## config.mk

```make
export PLATFORM = sky130hd
export DESIGN_NAME = data_memory_sized_flat
export DESIGN_NICKNAME = d
export VERILOG_FILES = /design/src/rtl/data_memory_sized_if.sv /design/src/rtl/data_memory_sized.sv /design/src/flat_wrapper.sv
export SDC_FILE = /design/constraint.sdc
export NUM_CORES = 2
export LEC_CHECK = 0
export CAP_MARGIN = 20
export CORE_ASPECT_RATIO = 0.7
export CORE_MARGIN = 5
export CORE_UTILIZATION = 30
export DETAILED_ROUTE_END_ITERATION = 12
export DONT_BUFFER_PORTS = 1
export PLACE_DENSITY = 0.51
export SYNTH_ARGS = -nofsm -noshare
export SYNTH_HDL_FRONTEND = slang
export SYNTH_SLANG_ARGS = --single-unit
```

## constraint.sdc

```tcl
create_clock -name CLK -period 13.2 [get_ports CLK]
set_clock_uncertainty 0.1 [all_clocks]
set_input_delay 1.32 -clock CLK [delete_from_list [all_inputs] [get_ports CLK]]
set_output_delay 1.32 -clock CLK [all_outputs]
set_load 0.05 [all_outputs]
```

## src/rtl/data_memory_sized_if.sv

```systemverilog
// Request/response bus between the MEM stage and the sized data memory.
// The master issues sized loads/stores; the slave answers with a READY pulse.
interface data_memory_sized_if;
    logic        REQ;
    logic        WE;
    logic [1:0]  SIZE;
    logic        UNSIGNED;
    logic [31:0] A;
    logic [31:0] WD;
    logic [31:0] RD;
    logic        READY;
    logic        ERR;
    logic        BUSY;

    modport master (
        output REQ, WE, SIZE, UNSIGNED, A, WD,
        input  RD, READY, ERR, BUSY
    );

    modport slave (
        input  REQ, WE, SIZE, UNSIGNED, A, WD,
        output RD, READY, ERR, BUSY
    );
endinterface

```

## src/rtl/data_memory_sized.sv

```systemverilog
// Word-organised data RAM with byte/half/word access, load extension,
// configurable wait states and rejection of misaligned/out-of-range requests.
module data_memory_sized #(
    parameter int DEPTH       = 128,
    parameter int WAIT_CYCLES = 0
) (
    input logic                CLK,
    input logic                RST,
    data_memory_sized_if.slave bus
);

    localparam int AW = (DEPTH > 1) ? $clog2(DEPTH) : 1;
    localparam logic [3:0] WC = 4'(WAIT_CYCLES);

    typedef enum logic [1:0] {
        S_IDLE,
        S_WAIT,
        S_RESP,
        S_ERRS
    } state_e;

    logic [31:0] mem [DEPTH];

    state_e      state_q, state_d;
    logic [3:0]  cnt_q, cnt_d;
    logic        we_q, we_d;
    logic [1:0]  size_q, size_d;
    logic        uns_q, uns_d;
    logic [31:0] a_q, a_d;
    logic [31:0] wd_q, wd_d;
    logic [31:0] rd_q, rd_d;

    logic        acc_we;
    logic [1:0]  acc_size;
    logic        acc_uns;
    logic [31:0] acc_a;
    logic [31:0] acc_wd;
    logic        illegal;
    logic        go_resp;
    logic        in_range;
    logic [AW-1:0] idx;
    logic [31:0] cur_word;
    logic [31:0] shifted;
    logic [31:0] ld_data;
    logic [3:0]  be;
    logic [31:0] wdat;

    // In IDLE the access is taken straight from the bus so that a
    // zero-wait request can commit on its accepting edge.
    always_comb begin
        if (state_q == S_IDLE) begin
            acc_we   = bus.WE;
            acc_size = bus.SIZE;
            acc_uns  = bus.UNSIGNED;
            acc_a    = bus.A;
            acc_wd   = bus.WD;
        end else begin
            acc_we   = we_q;
            acc_size = size_q;
            acc_uns  = uns_q;
            acc_a    = a_q;
            acc_wd   = wd_q;
        end
    end

    always_comb begin
        in_range = {2'b00, acc_a[31:2]} < 32'(DEPTH);
        idx      = acc_a[AW+1:2];
        cur_word = in_range ? mem[idx] : '0;
        illegal  = !in_range;
        case (acc_size)
            2'b00:   ;
            2'b01:   if (acc_a[0]) illegal = 1'b1;
            2'b10:   if (acc_a[1:0] != 2'b00) illegal = 1'b1;
            default: illegal = 1'b1;
        endcase
    end

    always_comb begin
        be      = 4'hF;
        wdat    = acc_wd;
        shifted = cur_word >> {acc_a[1:0], 3'b000};
        ld_data = cur_word;
        case (acc_size)
            2'b00: begin
                be      = 4'b0001 << acc_a[1:0];
                wdat    = {4{acc_wd[7:0]}};
                ld_data = acc_uns ? {24'h0, shifted[7:0]}
                                  : {{24{shifted[7]}}, shifted[7:0]};
            end
            2'b01: begin
                be      = acc_a[1] ? 4'b1100 : 4'b0011;
                wdat    = {2{acc_wd[15:0]}};
                ld_data = acc_uns ? {16'h0, shifted[15:0]}
                                  : {{16{shifted[15]}}, shifted[15:0]};
            end
            default: ;
        endcase
    end

    always_comb begin
        state_d = state_q;
        cnt_d   = cnt_q;
        we_d    = we_q;
        size_d  = size_q;
        uns_d   = uns_q;
        a_d     = a_q;
        wd_d    = wd_q;
        go_resp = 1'b0;
        case (state_q)
            S_IDLE: begin
                if (bus.REQ) begin
                    we_d   = bus.WE;
                    size_d = bus.SIZE;
                    uns_d  = bus.UNSIGNED;
                    a_d    = bus.A;
                    wd_d   = bus.WD;
                    if (illegal) begin
                        state_d = S_ERRS;
                    end else if (WC == 4'd0) begin
                        state_d = S_RESP;
                        go_resp = 1'b1;
                    end else begin
                        state_d = S_WAIT;
                        cnt_d   = 4'd1;
                    end
                end
            end
            S_WAIT: begin
                if (cnt_q == WC) begin
                    state_d = S_RESP;
                    cnt_d   = 4'd0;
                    go_resp = 1'b1;
                end else begin
                    cnt_d = cnt_q + 4'd1;
                end
            end
            default: state_d = S_IDLE;
        endcase
        rd_d = (go_resp && !acc_we) ? ld_data : 32'h0;
    end

    always_ff @(posedge CLK) begin
        if (RST) begin
            state_q <= S_IDLE;
            cnt_q   <= 4'd0;
            we_q    <= 1'b0;
            size_q  <= 2'b00;
            uns_q   <= 1'b0;
            a_q     <= 32'h0;
            wd_q    <= 32'h0;
            rd_q    <= 32'h0;
        end else begin
            state_q <= state_d;
            cnt_q   <= cnt_d;
            we_q    <= we_d;
            size_q  <= size_d;
            uns_q   <= uns_d;
            a_q     <= a_d;
            wd_q    <= wd_d;
            rd_q    <= rd_d;
        end
    end

    // Reset wins over a pending commit so an abandoned store never lands.
    always_ff @(posedge CLK) begin
        if (!RST && go_resp && acc_we) begin
            for (int i = 0; i < 4; i++) begin
                if (be[i]) mem[idx][8*i +: 8] <= wdat[8*i +: 8];
            end
        end
    end

    assign bus.RD    = rd_q;
    assign bus.READY = (state_q == S_RESP) || (state_q == S_ERRS);
    assign bus.ERR   = (state_q == S_ERRS);
    assign bus.BUSY  = (state_q != S_IDLE);

endmodule

```

## src/flat_wrapper.sv

```systemverilog
// flat-port wrapper written by rule: the top's interface ports become plain ports
module data_memory_sized_flat 
#(
    parameter int DEPTH       = 128,
    parameter int WAIT_CYCLES = 0
)
  (CLK, RST, bus_REQ, bus_WE, bus_SIZE, bus_UNSIGNED, bus_A, bus_WD, bus_RD, bus_READY, bus_ERR, bus_BUSY);
  data_memory_sized_if bus_i ();
  input logic CLK;
  input logic RST;
  input wire logic [$bits(bus_i.REQ)-1:0] bus_REQ;
  input wire logic [$bits(bus_i.WE)-1:0] bus_WE;
  input wire logic [$bits(bus_i.SIZE)-1:0] bus_SIZE;
  input wire logic [$bits(bus_i.UNSIGNED)-1:0] bus_UNSIGNED;
  input wire logic [$bits(bus_i.A)-1:0] bus_A;
  input wire logic [$bits(bus_i.WD)-1:0] bus_WD;
  output wire logic [$bits(bus_i.RD)-1:0] bus_RD;
  output wire logic [$bits(bus_i.READY)-1:0] bus_READY;
  output wire logic [$bits(bus_i.ERR)-1:0] bus_ERR;
  output wire logic [$bits(bus_i.BUSY)-1:0] bus_BUSY;
  assign bus_i.REQ = bus_REQ;
  assign bus_i.WE = bus_WE;
  assign bus_i.SIZE = bus_SIZE;
  assign bus_i.UNSIGNED = bus_UNSIGNED;
  assign bus_i.A = bus_A;
  assign bus_i.WD = bus_WD;
  assign bus_RD = bus_i.RD;
  assign bus_READY = bus_i.READY;
  assign bus_ERR = bus_i.ERR;
  assign bus_BUSY = bus_i.BUSY;
  data_memory_sized #(.DEPTH(DEPTH), .WAIT_CYCLES(WAIT_CYCLES)) u_core (.CLK(CLK), .RST(RST), .bus(bus_i));
endmodule
```

==> results.py <==
metrics = {
    "cts": {
        "clockBufferDepth": 4,
        "post_cts_resized": 0,
        "postCtsSetupBuffers": 0,
        "clock-sinks": 4202,
        "cts_made_buffers": 386,
        "cts_root_buf": "clkbuf_16",
        "clk_pin_slew_ps": 70,
        "cts_tree": "built",
        "cts_htree_levels": 5,
        "clock_latency_ps": 990,
        "cts_hold_buf": 0,
    },
    "sta": {
        "rsz0062_at_grt": "no",
        "max_freq_mhz": 116,
        "finalSetupTns_ps": 0,
        "layout_min_cycle_time_ps": 8610,
        "fin_crit_sh_pct": 65.3,
        "hold_violations": 0,
        "worst_pin_slew_ps": 1380,
        "relSlewSlack_pct": 7.97,
        "holdWs_ps": 319,
        "setup_viol": 0,
        "maxSlewViolCount": 0,
        "finalWorstSetupSlack_ps": 4590,
    },
    "detailed_routing": {
        "met3_length_um": 89400,
        "drc": 0,
        "wl_met2_um": 241000,
        "dr.pass1.iters": 8,
        "drt_iter0_drc": 18819,
        "vias_per_cell": 5.81,
        "routed_wl_um": 616000,
        "wl_per_cell_um": 33.7,
        "wl_met1_um": 270000,
        "drtAntennaViolNets": 0,
        "vias": 106372,
        "dr.max_layer_used": "met5",
    },
    "worst_setup_path": {
        "ff2ff_path_depth": 15,
        "rr_startpoint": "u_core.state_q[1]",
        "worstPathRequired_ps": 13990,
        "critPathCaptureType": "flip-flop",
        "crit_start": "u_core.state_q[1]",
        "critPathArrivalTime_ps": 9400,
        "rr_endpoint": "u_core.bus.RD[31]",
        "critPathCapture": "u_core.bus.RD[31]",
        "path_cells": "buf_4 -> nor2_4 -> inv_4 -> o22a_4 -> buf_4 -> buf_4 -> o22ai_1 -> nor3_1 -> o32ai_1 -> o21ai_0 -> nand4_1 -> o211ai_1 -> o211ai_1 -> a2111oi_4 -> o21bai_1",
        "critical_path_buf_inv_count": 4,
        "crit_path_top_delay_cell": "nand4_1",
        "crit_family": "compound AO/OA/AOI/OAI gates",
        "reg2reg_slack_ps": 4590,
        "crit_top_cell": "buf_4",
        "crit_type": "flip-flop to flip-flop",
        "worstPathMaxFanout": 65,
        "cpPeakStageDelay_ps": 1110,
        "critPathLaunchType": "flip-flop",
        "path_depth": 15,
    },
    "power_and_ir_drop": {
        "ir_worst_vdd_mv": 0.113,
        "report.power.total_uw": 31700,
        "intPower_uw": 22700,
        "netSwitchingFraction_pct": 28.4,
        "p_seq_share_pct": 48.9,
        "power.density_nw_per_um2": 171,
        "power_switching_uw": 8990,
        "p_clk_share_pct": 36.4,
        "combPwrFrac_pct": 14.7,
        "p_leak_uw": 0.0570,
    },
    "logic_synthesis": {
        "synth_seq_cells": 4202,
        "netlist_instances": 10616,
        "synth_area_um2": 161000,
        "synth_edf_count": 4096,
        "synth_fp_nets": 10693,
        "synth_area_per_cell_um2": 15.2,
        "ys_seq_area_share_pct": 77.7,
        "async_reset_ff_share_pct": 0,
        "synth_flop_cell": "edfxtp_1",
        "yosysUniqueCellTypes": 96,
        "ys_warn_count": 0,
    },
    "die": {
        "rows": 225,
        "die_area_um2": 552000,
        "die_y_um": 623,
        "initial_core_util_pct": 30.1,
        "io-pin-count": 106,
        "die_w_um": 886,
        "core_um2": 536000,
    },
    "grt": {
        "grt_use_total_pct": 21.3,
        "grt_pass1_wl_um": 836000,
        "grt_pass1_vias": 96680,
        "grt_max_degree": 118,
        "antenna_found_initial": 51,
        "overflow": 0,
    },
    "cells_and_area": {
        "fin_area_um2": 185000,
        "drive_gt1_share_pct": 13.3,
        "syn2layout_area_growth_pct": 15.1,
        "final_nets": 10899,
    },
    "place": {
        "pre_cts_slack_ps": 5270,
        "port_buffers": 0,
        "dpl_cell_area_um2": 173000,
        "place_congestion": 0.878,
        "dp_hpwl_um": 380000,
    },
    "min_path": {
        "hold_path_class": "input port to flip-flop",
    },
    "outcome": {
        "outcome": "complete, no violations",
    },
    "flow_run": {
        "max_cap_viol_count": 0,
    },
}
## state kept, by name, indices dropped and copies added (netlist names)
name	flops
u_core.bus.RD	32
u_core.mem	4096
u_core.cnt_q	4
u_core.we_q	1
u_core.size_q	2
u_core.uns_q	1
u_core.a_q	32
u_core.state_q	2
u_core.wd_q	32
## worst min path at each step
stage | from | end | slack [ps] | cells past startpoint
6_report | RST | u_core.a_q[11] | 320 | 1
3_5_place_dp | u_core.wd_q[29] | u_core.wd_q[29] | 340 | 2
3_3_place_gp | u_core.uns_q | u_core.uns_q | 340 | 2
4_1_cts | RST | u_core.a_q[11] | 270 | 1
5_1_grt | RST | u_core.a_q[11] | 290 | 1
2_1_floorplan | u_core.wd_q[29] | u_core.wd_q[29] | 330 | 2
## synth_stat cells, types with 11 or more instances
cell / n / area [µm²]
edfxtp_1: 4096 / 123000
nand2_1: 1268 / 4760
o22ai_1: 1080 / 6760
nor3_1: 670 / 3350
buf_2: 318 / 1590
nand3_1: 307 / 1540
nor2_1: 300 / 1130
clkbuf_1: 276 / 1040
o21ai_0: 265 / 1330
a21oi_1: 242 / 1210
a31oi_1: 230 / 1440
mux2i_1: 211 / 2110
o221ai_1: 172 / 1510
buf_1: 128 / 480
dfxtp_1: 106 / 2120
a32oi_1: 98 / 858
buf_4: 86 / 646
nor4_1: 78 / 488
a211oi_1: 57 / 428
a22oi_1: 56 / 420
and3_1: 49 / 307
nand4_1: 42 / 263
a222oi_1: 33 / 330
o22a_1: 33 / 289
o41ai_1: 31 / 272
o32ai_1: 25 / 219
a32o_1: 23 / 230
o31ai_1: 23 / 173
a221oi_1: 20 / 175
inv_1: 20 / 75.1
buf_6: 19 / 214
o2111ai_1: 18 / 158
o211ai_1: 16 / 120
a2111oi_0: 13 / 114
nand2b_1: 12 / 75.1
o21bai_1: 12 / 90.1
or4_1: 12 / 90.1
o31a_1: 11 / 96.3
## kinds of logic (layout without fill, tap and decap cells)
logic type / Yosys count / count (layout) / share of synthesized area [%]
AOI/OAI and AO/OA: 2539 / 2539 / 10.6
buffers and inverters: 855 / 1374 / 2.59
and+or+nand+nor: 2795 / 2795 / 7.72
other: 0 / 19 / 0
xor gates and xnor gates: 1 / 1 / 0.00544
adders and majority gates: 6 / 6 / 0.0466
DFF: 4202 / 4202 / 77.7
muxes: 218 / 218 / 1.37
## area by class of cell
| type | instances | area [µm²] |
|---|---|---|
| fillers | 51345 | 350000 |
| flip-flops and latches | 4202 | 125000 |
| inverters | 20 | 77.6 |
| diodes | 19 | 47.5 |
| repair buffers | 653 | 5310 |
| clock buffers | 467 | 10100 |
| well taps | 7150 | 8950 |
| clock inverters | 234 | 2370 |
| multi-input cells | 5559 | 33300 |
## cells in the final DEF (no fill, tap or decap), types with 19 or more instances in the layout
master | Yosys | final
edfxtp_1 | 4096 | 4096
nand2_1 | 1268 | 1232
o22ai_1 | 1080 | 1078
buf_4 | 86 | 606
nor3_1 | 670 | 540
clkbuf_16 | 0 | 393
nand3_1 | 307 | 307
nor2_1 | 300 | 281
o21ai_0 | 265 | 262
a21oi_1 | 242 | 242
a31oi_1 | 230 | 214
mux2i_1 | 211 | 205
o221ai_1 | 172 | 172
nor3_2 | 0 | 130
dfxtp_1 | 106 | 104
a32oi_1 | 98 | 98
clkinv_1 | 0 | 89
nor4_1 | 78 | 73
clkbuf_1 | 276 | 71
clkinv_2 | 0 | 63
a211oi_1 | 57 | 57
a22oi_1 | 56 | 55
and3_1 | 49 | 49
bufinv_16 | 0 | 45
nand4_1 | 42 | 42
a222oi_1 | 33 | 33
o22a_1 | 33 | 31
nand2_4 | 1 | 29
buf_12 | 2 | 29
o41ai_1 | 31 | 27
o32ai_1 | 25 | 25
a32o_1 | 23 | 23
o31ai_1 | 23 | 22
a221oi_1 | 20 | 20
diode_2 | 0 | 19
inv_1 | 20 | 19
## power groups by stage
| stage | Sequential [µW] | Combinational [µW] | Clock (µW) |
|---|---|---|---|
| 2_1_floorplan | 15900 | 2210 | 0 |
| 3_3_place_gp | 15800 | 4490 | 0 |
| 3_5_place_dp | 15800 | 4510 | 0 |
| 4_1_cts | 15500 | 4510 | 11600 |
| 5_1_grt | 15500 | 4760 | 12100 |
| 6_report | 15500 | 4650 | 11500 |
## worst register-to-register path, delay by kind of cell (launching register included)
| family | cells | cell delay (ps) |
|---|---|---|
| flip-flops | 1 | 330 |
| AND/OR/NAND/NOR | 3 | 1750 |
| AO/OA/AOI/OAI | 8 | 3860 |
| buffers and inverters | 4 | 2480 |
## metrics by stage
stage	instances	util, %
floorplan	10616	-
global placement	17559	32.2
detailed placement	17571	32.2
CTS	18272	34.6
global route	18288	34.6
finish	18304	34.6
## layer usage
layer	vias to the layer above	GRT usage (%)
li1	42915	-
met1	55422	33.1
met2	7221	27.9
met3	786	7.43
met4	28	5.03
met5	-	0
(Power assumes the default switching activity.)
